`src/rtl/answer_arbiter_pkg.sv`:
```
// Shared types and sizing for the answer arbiter slice.
package answer_arbiter_pkg;

    typedef enum logic [1:0] {
        IDLE   = 2'd0,
        WAIT_J = 2'd1,
        HOLD   = 2'd2
    } state_t;

    localparam logic P1 = 1'b0;
    localparam logic P2 = 1'b1;

    // Counter widths sized for the largest legal LOCK_TICKS / JUDGE_TMO.
    localparam int unsigned LOCK_TICKS_MAX = 15;
    localparam int unsigned JUDGE_TMO_MAX  = 255;
    localparam int unsigned LOCK_W         = $clog2(LOCK_TICKS_MAX + 1);
    localparam int unsigned TMO_W          = $clog2(JUDGE_TMO_MAX + 1);

endpackage

```
`src/rtl/answer_arbiter_lock_timer.sv`:
```
// Per-player lockout counter: loaded after a wrong answer, counts down on TICK.
module lock_timer
    import answer_arbiter_pkg::*;
#(
    parameter int unsigned LOCK_TICKS = 3
) (
    input  logic CLK,
    input  logic RST,
    input  logic clr,
    input  logic load,
    input  logic tick,
    output logic lock
);

    logic [LOCK_W-1:0] cnt_q;
    logic [LOCK_W-1:0] cnt_d;

    // Clear wins over load; a TICK coinciding with load is not counted.
    always_comb begin
        cnt_d = cnt_q;
        if (clr) begin
            cnt_d = '0;
        end else if (load) begin
            cnt_d = LOCK_W'(LOCK_TICKS);
        end else if (tick && (cnt_q != '0)) begin
            cnt_d = cnt_q - 1'b1;
        end
    end

    // Counter register.
    always_ff @(posedge CLK) begin
        if (RST) cnt_q <= '0;
        else     cnt_q <= cnt_d;
    end

    assign lock = (cnt_q != '0);

endmodule

```
`src/rtl/answer_arbiter.sv`:
```
// Grants the shared factor judge to one player at a time and tracks verdicts.
module answer_arbiter
    import answer_arbiter_pkg::*;
#(
    parameter int unsigned LOCK_TICKS = 3,
    parameter int unsigned JUDGE_TMO  = 15
) (
    input  logic       CLK,
    input  logic       RST,
    input  logic       ENABLE,
    input  logic       TICK,
    input  logic [1:0] REQ,
    output logic [1:0] GNT,
    output logic       JREQ,
    output logic       JPLAYER,
    input  logic       JDONE,
    input  logic       JCORRECT,
    output logic [1:0] JUDG_OUT,
    output logic [1:0] WRONG_PULSE,
    output logic [1:0] LOCK,
    output logic       BUSY
);

    localparam logic [TMO_W-1:0] TMO_LAST = TMO_W'(JUDGE_TMO - 1);

    state_t           state_q, state_d;
    logic             last_q, last_d;
    logic             player_q, player_d;
    logic [TMO_W-1:0] tmo_q, tmo_d;
    logic [1:0]       gnt_q, gnt_d;
    logic [1:0]       judg_q, judg_d;
    logic [1:0]       wrong_q, wrong_d;
    logic [1:0]       lock_load;
    logic [1:0]       lock;
    logic [1:0]       eligible;
    logic             pick;

    lock_timer #(.LOCK_TICKS(LOCK_TICKS)) u_lock_p1 (
        .CLK (CLK),
        .RST (RST),
        .clr (~ENABLE),
        .load(lock_load[P1]),
        .tick(TICK),
        .lock(lock[P1])
    );

    lock_timer #(.LOCK_TICKS(LOCK_TICKS)) u_lock_p2 (
        .CLK (CLK),
        .RST (RST),
        .clr (~ENABLE),
        .load(lock_load[P2]),
        .tick(TICK),
        .lock(lock[P2])
    );

    // Next-state, grant selection, verdict handling; ENABLE low overrides all.
    always_comb begin
        state_d   = state_q;
        last_d    = last_q;
        player_d  = player_q;
        tmo_d     = tmo_q;
        gnt_d     = '0;
        wrong_d   = '0;
        judg_d    = judg_q;
        lock_load = '0;
        eligible  = REQ & ~lock;
        pick      = P1;
        if (!ENABLE) begin
            state_d = IDLE;
            judg_d  = '0;
        end else begin
            case (state_q)
                IDLE: begin
                    if (eligible != '0) begin
                        if (eligible == 2'b11) pick = ~last_q;
                        else                   pick = eligible[P2];
                        gnt_d[pick] = 1'b1;
                        player_d    = pick;
                        last_d      = pick;
                        tmo_d       = '0;
                        state_d     = WAIT_J;
                    end
                end
                WAIT_J: begin
                    if (JDONE && JCORRECT) begin
                        judg_d[player_q] = 1'b1;
                        state_d          = HOLD;
                    end else if (JDONE || (tmo_q == TMO_LAST)) begin
                        wrong_d[player_q]   = 1'b1;
                        lock_load[player_q] = 1'b1;
                        state_d             = IDLE;
                    end else begin
                        tmo_d = tmo_q + 1'b1;
                    end
                end
                HOLD:    state_d = HOLD;
                default: state_d = IDLE;
            endcase
        end
    end

    // State and output registers.
    always_ff @(posedge CLK) begin
        if (RST) begin
            state_q  <= IDLE;
            last_q   <= P2;
            player_q <= P1;
            tmo_q    <= '0;
            gnt_q    <= '0;
            judg_q   <= '0;
            wrong_q  <= '0;
        end else begin
            state_q  <= state_d;
            last_q   <= last_d;
            player_q <= player_d;
            tmo_q    <= tmo_d;
            gnt_q    <= gnt_d;
            judg_q   <= judg_d;
            wrong_q  <= wrong_d;
        end
    end

    assign GNT         = gnt_q;
    assign JREQ        = (state_q == WAIT_J);
    assign JPLAYER     = player_q;
    assign JUDG_OUT    = judg_q;
    assign WRONG_PULSE = wrong_q;
    assign LOCK        = lock;
    assign BUSY        = (state_q != IDLE);

endmodule

```
`config.mk`:
```
export PLATFORM = sky130hd
export DESIGN_NAME = answer_arbiter
export DESIGN_NICKNAME = d
export VERILOG_FILES = /design/src/rtl/answer_arbiter_pkg.sv /design/src/rtl/answer_arbiter_lock_timer.sv /design/src/rtl/answer_arbiter.sv
export SDC_FILE = /design/constraint.sdc
export NUM_CORES = 1
export LEC_CHECK = 0
export ABC_AREA = 1
export BUFFER_PORTS_ARGS = -buffer_cell sky130_fd_sc_hd__buf_2
export CORE_ASPECT_RATIO = 0.5
export CORE_UTILIZATION = 50
export CTS_CLUSTER_DIAMETER = 120
export CTS_CLUSTER_SIZE = 16
export DETAILED_ROUTE_END_ITERATION = 10
export PLACE_DENSITY = 0.74
export SYNTH_ARGS = -nofsm -noshare
export SYNTH_HDL_FRONTEND = slang
export SYNTH_SLANG_ARGS = --single-unit
```
`constraint.sdc`:
```
create_clock -name CLK -period 1.3 [get_ports CLK]
set_clock_uncertainty 0.1 [all_clocks]
set_input_delay 0.26 -clock CLK [delete_from_list [all_inputs] [get_ports CLK]]
set_output_delay 0.26 -clock CLK [all_outputs]
set_load 0.02 [all_outputs]
```
Word level (Yosys, flattened, before mapping)
Index checks and enable logic that the tools add are counted.

$add $sub $neg: 3. Magnitude comparators: 4. Equality and inequality tests: 8. Mux-type cells: 24. Bitwise gates (word level): 7. Reductions and logical operators: 22.

Operators by type and width (number): two-way mux 8 bit (3); two-way mux 2 bit (11); one-hot mux 8 bit (2 select lines) (1); nonzero test 2 bit (5); adder 8 x 1 -> 8 bit, second input constant (1); == test 8 x 4 -> 1 bit, second input constant (1); nonzero test 4 bit (2); subtractor 4 x 1 -> 4 bit, second input constant (2); two-way mux 1 bit (6); inequality test 2 bit, second input constant (3); one-hot mux 2 bit (3 select lines) (1); OR reduction 3 bit (2); logical AND 1 bit (5); AND reduction 5 bit (1); == test 2 bit, second input constant (2); < comparator 1 x 2 -> 1 bit, second input constant (2); inverter 1 bit (4); AND reduction 2 bit (2); OR reduction 4 bit (1); inequality test 3 x 1 -> 1 bit, second input constant (1); AND reduction 3 bit (1); AND 2 bit (1); demux 1 bit (select 1 bit) (2); == test 2 x 1 -> 1 bit, second input constant (1); 6 further kinds (7).

Bits in registers: 26. Input port bits: 8. Output and inout port bits: 11.

Longest topological paths before layout
Depth after elaboration: 12. Depth in mapped cells: 11.

Cells and area by module
From an unflattened synthesis, not the netlist that was laid out.

Cells, all modules: 222. Area, all modules: 1445.1 sq um.

Modules (own cells, without submodules): answer_arbiter (instances 1, cells each 138, area an instance 942.2 sq um, seq. area each 360.3 sq um); lock_timer (instances 2, cells each 42, area an instance 251.5 sq um, seq. area each 80.1 sq um).

Least setup slack after synthesis
OpenSTA, ideal clock, no wires.

Path type: register -> register. From: register tmo_q[0]. To: register tmo_q[1]. Arrival time: 1.206 ns. Data required time: 1.067 ns. Path slack: -0.140 ns. Stages on the path, launching flop included: 11. Buffers on the path: 0. Path through: dfxtp_1 > inv_1 > ha_1 > nand2_1 > nor2_1 > nand2_1 > nand3_2 > nand2_2 > nand2_4 > nand2_1 > a21oi_2.

Word-level cells in the longest chain between the ends: 4. Elaborated cells between the ends (all ways): 8.

Ends and longest elaborated chain: start, declared (RTL line answer_arbiter.sv:29) `logic [TMO_W-1:0] tmo_q, tmo_d;`; start signal, assigned (RTL line answer_arbiter.sv:116) `tmo_q <= tmo_d;`; adder 8 x 1 -> 8 bit / == test 8 x 4 -> 1 bit (equally long branches) (RTL line answer_arbiter.sv:93, answer_arbiter.sv:88); two-way mux 8 bit / logical OR 1 bit (equally long branches) (RTL line answer_arbiter.sv:88) `end else if (JDONE || (tmo_q == TMO_LAST)) begin`; two-way mux 8 bit / inequality test 2 bit (equally long branches); one-hot mux 8 bit (2 select lines) / AND reduction 5 bit (equally long branches).

Several ways; a longest one is shown, not always the timed one. The select of a mux whose other input is x is not followed. A chain may end at the register's enable or synchronous reset.

Worst setup path in the final report
From: register u_lock_p2.cnt_q[1]. To: register tmo_q[4].

Word-level cells in the longest chain between the ends: 6.

Ends and longest elaborated chain: start, declared (RTL line answer_arbiter_lock_timer.sv:15) `logic [LOCK_W-1:0] cnt_q;`; start signal, assigned (RTL line answer_arbiter_lock_timer.sv:33) `else cnt_q <= cnt_d;`; nonzero test 4 bit (RTL line answer_arbiter_lock_timer.sv:36) `assign lock = (cnt_q != '0);`; inverter 2 bit (RTL line answer_arbiter.sv:66) `eligible = REQ & ~lock;`; AND 2 bit (RTL line answer_arbiter.sv:66); nonzero test 2 bit (RTL line answer_arbiter.sv:74) `if (eligible != '0) begin`; inequality test 2 bit (no source line); AND reduction 5 bit (no source line).

No other way between the ends.

==> results.sh <==
export IMPL_area_delta_synth_final_pct=44.96
export IMPL_power_density_nw_per_um2=901.1
export IMPL_ant_nets=0
export IMPL_avgSynthCellArea_um2=6.972
export IMPL_grt_overflow=0
export IMPL_worst_hold_slack_ns=0.08412
export IMPL_antenna_diode_count=0
export IMPL_use_met2_pct=49.55
export IMPL_fmax_ghz=0.6467
export IMPL_clkSlewWorstSetupHoldPaths_ns=0.10
export IMPL_dp_hpwl_um=2262
export IMPL_worst_path_max_fanout=7
export IMPL_synth_cells=194
export IMPL_drtPass1Iterations=5
export IMPL_final_cell_mix="nand2_1 (37), buf_4 (33), inv_1 (19), nor2_1 (19), dfxtp_1 (17)"
export IMPL_start_util_pct=56.66
export IMPL_ys_types=27
export IMPL_layout_drive_gt1_share_pct=44.90
export IMPL_portBuffers=18
export IMPL_antenna_found_initial=0
export IMPL_grt_usage_pct=25.35
export IMPL_drv_slew=0
export IMPL_synth_area_um2=1353
export IMPL_drtIter0Drc=73
export IMPL_cts_sinks=26
export IMPL_numCtsBuffers=3
export IMPL_setup_viol=24
export IMPL_critical_path_required_ns=1.38
export IMPL_chipWidth_um=75.56
export IMPL_io_pins=19
export IMPL_drt_wl_total_um=3382
export IMPL_swShare_pct=25.02
export IMPL_cts_root_buf="clkbuf_8"
export IMPL_synth_warnings=0
export IMPL_p_comb_share_pct=14.4
export IMPL_post_route_period_util_pct=118.9
export IMPL_clkLatencyLatePin_ns=0.28
export IMPL_maxSlewHeadroom_pct=78.26
export IMPL_die_area_um2=2930
export IMPL_post_drt_wl_per_cell_um=12.08
export IMPL_syn_num_nets=208
export IMPL_worst_pin_slew_ns=0.3237
export IMPL_outcome="finished with violations"
export IMPL_die_y_um=38.78
export IMPL_yosys_area_top_type_share_pct=38.48
export IMPL_mostFrequentLayoutCell="nand2_1"
export IMPL_synth_top_cell_by_area="dfxtp_1"
export IMPL_cp_end_kind="flip-flop"
export IMPL_hp_class="in2reg"
export IMPL_gp_congestion=0.8932
export IMPL_drv_cap=0
export IMPL_grt_max_degree=16
export IMPL_dp_slack_ns=-0.1863
export IMPL_holdBufCountCts=0
export IMPL_ctsHtreeMaxLevel=1
export IMPL_p_leak_nw=0.8805
export IMPL_grt_pass1_wl_um=5250
export IMPL_met1_usage_pct=27.09
export IMPL_cp_arrival_ns=1.63
export IMPL_place_area_um2=1704
export IMPL_fin_area_um2=1961
export IMPL_clkPwrFrac_pct=39.3
export IMPL_use_met3_pct=7.292
export IMPL_cts_tree="done"
export IMPL_routed_via_density=4.914
export IMPL_finalHoldViolCount=0
export IMPL_via_count=1376
export IMPL_grt_busiest_layer="met2"
export IMPL_worstSetupPathType="reg2reg"
export IMPL_grt_pass1_vias=1267
export IMPL_ys_seq_area_share_pct=38.48
export IMPL_synth_area_leaders="dfxtp_1 (38%), nand2_1 (13%), inv_1 (7.5%)"
export IMPL_nets=260
export IMPL_violations="negative setup slack"
export IMPL_finalSetupTns_ns=-3.317
export IMPL_peakVddDrop_v=0.0009582
export IMPL_rsz0062_at_grt="true"
export IMPL_internal_power_mw=1.325
export IMPL_seqPwrFrac_pct=46.4
export IMPL_synth_seq_cells=26
export IMPL_min_period_ns=1.546
export IMPL_ctsLongestPathBuffers=2
export IMPL_fin_ws_ns=-0.2463
export IMPL_placementRows=12
export IMPL_coreArea_um2=2387
export IMPL_p_switching_uw=442.0
export IMPL_start_kind="flip-flop"
export IMPL_drc_errors=0
[final timing paths]
| check | depth (start not counted) | slack (ns) | startpoint | to |
|---|---|---|---|---|
| setup / recovery | 9 | -0.25 | u_lock_p2.cnt_q[1] | tmo_q[4] |
| setup reg to reg | 9 | -0.25 | u_lock_p2.cnt_q[1] | tmo_q[4] |
| hold / removal | 2 | 0.08 | RST | WRONG_PULSE[0] |
| hold reg to reg | 1 | 0.37 | JUDG_OUT[0] | JUDG_OUT[0] |
[worst max-delay path, stage by stage, from the launching register on]
cell and delay (ns):
dfxtp_2 0.33, inv_2 0.07, ha_4 0.13, nand4_1 0.19
nand2_1 0.18, nand2_2 0.10, nand2_4 0.11, nand2_4 0.09
nand2_2 0.08, a21oi_2 0.05
[per-stage QoR]
step	total power [mW]	std cells	utilization (%)
2_1_floorplan	0.9716	194	-
6_report	1.767	280	82.13
3_3_place_gp	1.034	270	71.38
4_1_cts	1.763	278	80.87
5_1_grt	1.819	280	82.13
3_5_place_dp	1.038	270	71.38
[kinds of logic after synthesis]
logic type / after synthesis / synth area share (%)
xor+xnor: 4 / 2.590
simple gates: 103 / 33.49
compound gates: 22 / 9.621
flops: 26 / 38.48
buf+inv: 33 / 10.27
fa+ha+maj: 6 / 5.550
[flip-flops by register name, summed over array words and instances, names as in the netlist]
name             flops
WRONG_PULSE          2
u_lock_p2.cnt_q      4
JUDG_OUT             2
u_lock_p1.cnt_q      4
last_q               1
state_q              2
tmo_q                8
JPLAYER              1
GNT                  2
[per-layer routing]
metal	wire length, um	share of wire [%]
met1	1519	45
met5	0	0
met2	1669	49
met4	32	0.95
met3	160	4.7
[layout make-up]
type / count / area [um2]
clock buffers: 3 / 41.29
clock inverters: 1 / 30.03
fillers: 148 / 426.7
inverters: 29 / 108.9
multi-input cells: 135 / 843.3
flip-flops and latches: 26 / 536.8
well taps: 35 / 43.79
repair buffers: 51 / 356.6
[Yosys cell counts]
master and instances:
buf_4 2, dfxtp_1 26, ha_1 6, nor2_2 1
or2_2 1, nor2_1 24, nor3_1 4, nand2_2 1
inv_2 2, inv_1 27, a21oi_1 10, a31oi_1 1
o21ai_0 5, nor2_4 1, o31ai_1 1, nor3b_1 1
clkbuf_1 1, nand2_4 1, buf_6 1, nand2_1 48
nand4_1 2, nand3_1 17, or2_0 1, a21oi_2 3
xor2_1 4, nand3_2 1, o21a_1 2
[power groups by stage]
stage | clock network [mW] | registers [mW] | logic (mW)
finish | 0.694 | 0.819 | 0.254
global route | 0.723 | 0.821 | 0.275
CTS | 0.706 | 0.820 | 0.237
detailed placement | 0 | 0.837 | 0.201
global placement | 0 | 0.836 | 0.197
floorplan | 0 | 0.843 | 0.128
[timing repair]
action | CTS | global route
pin swaps | 13 | 6
resized for setup | 37 | 4
setup buffers | 5 | 2
endpoints found under the hold margin | 0 | 0
endpoints found under the setup margin | 27 | 29
Power figures use the tool's default switching activity.
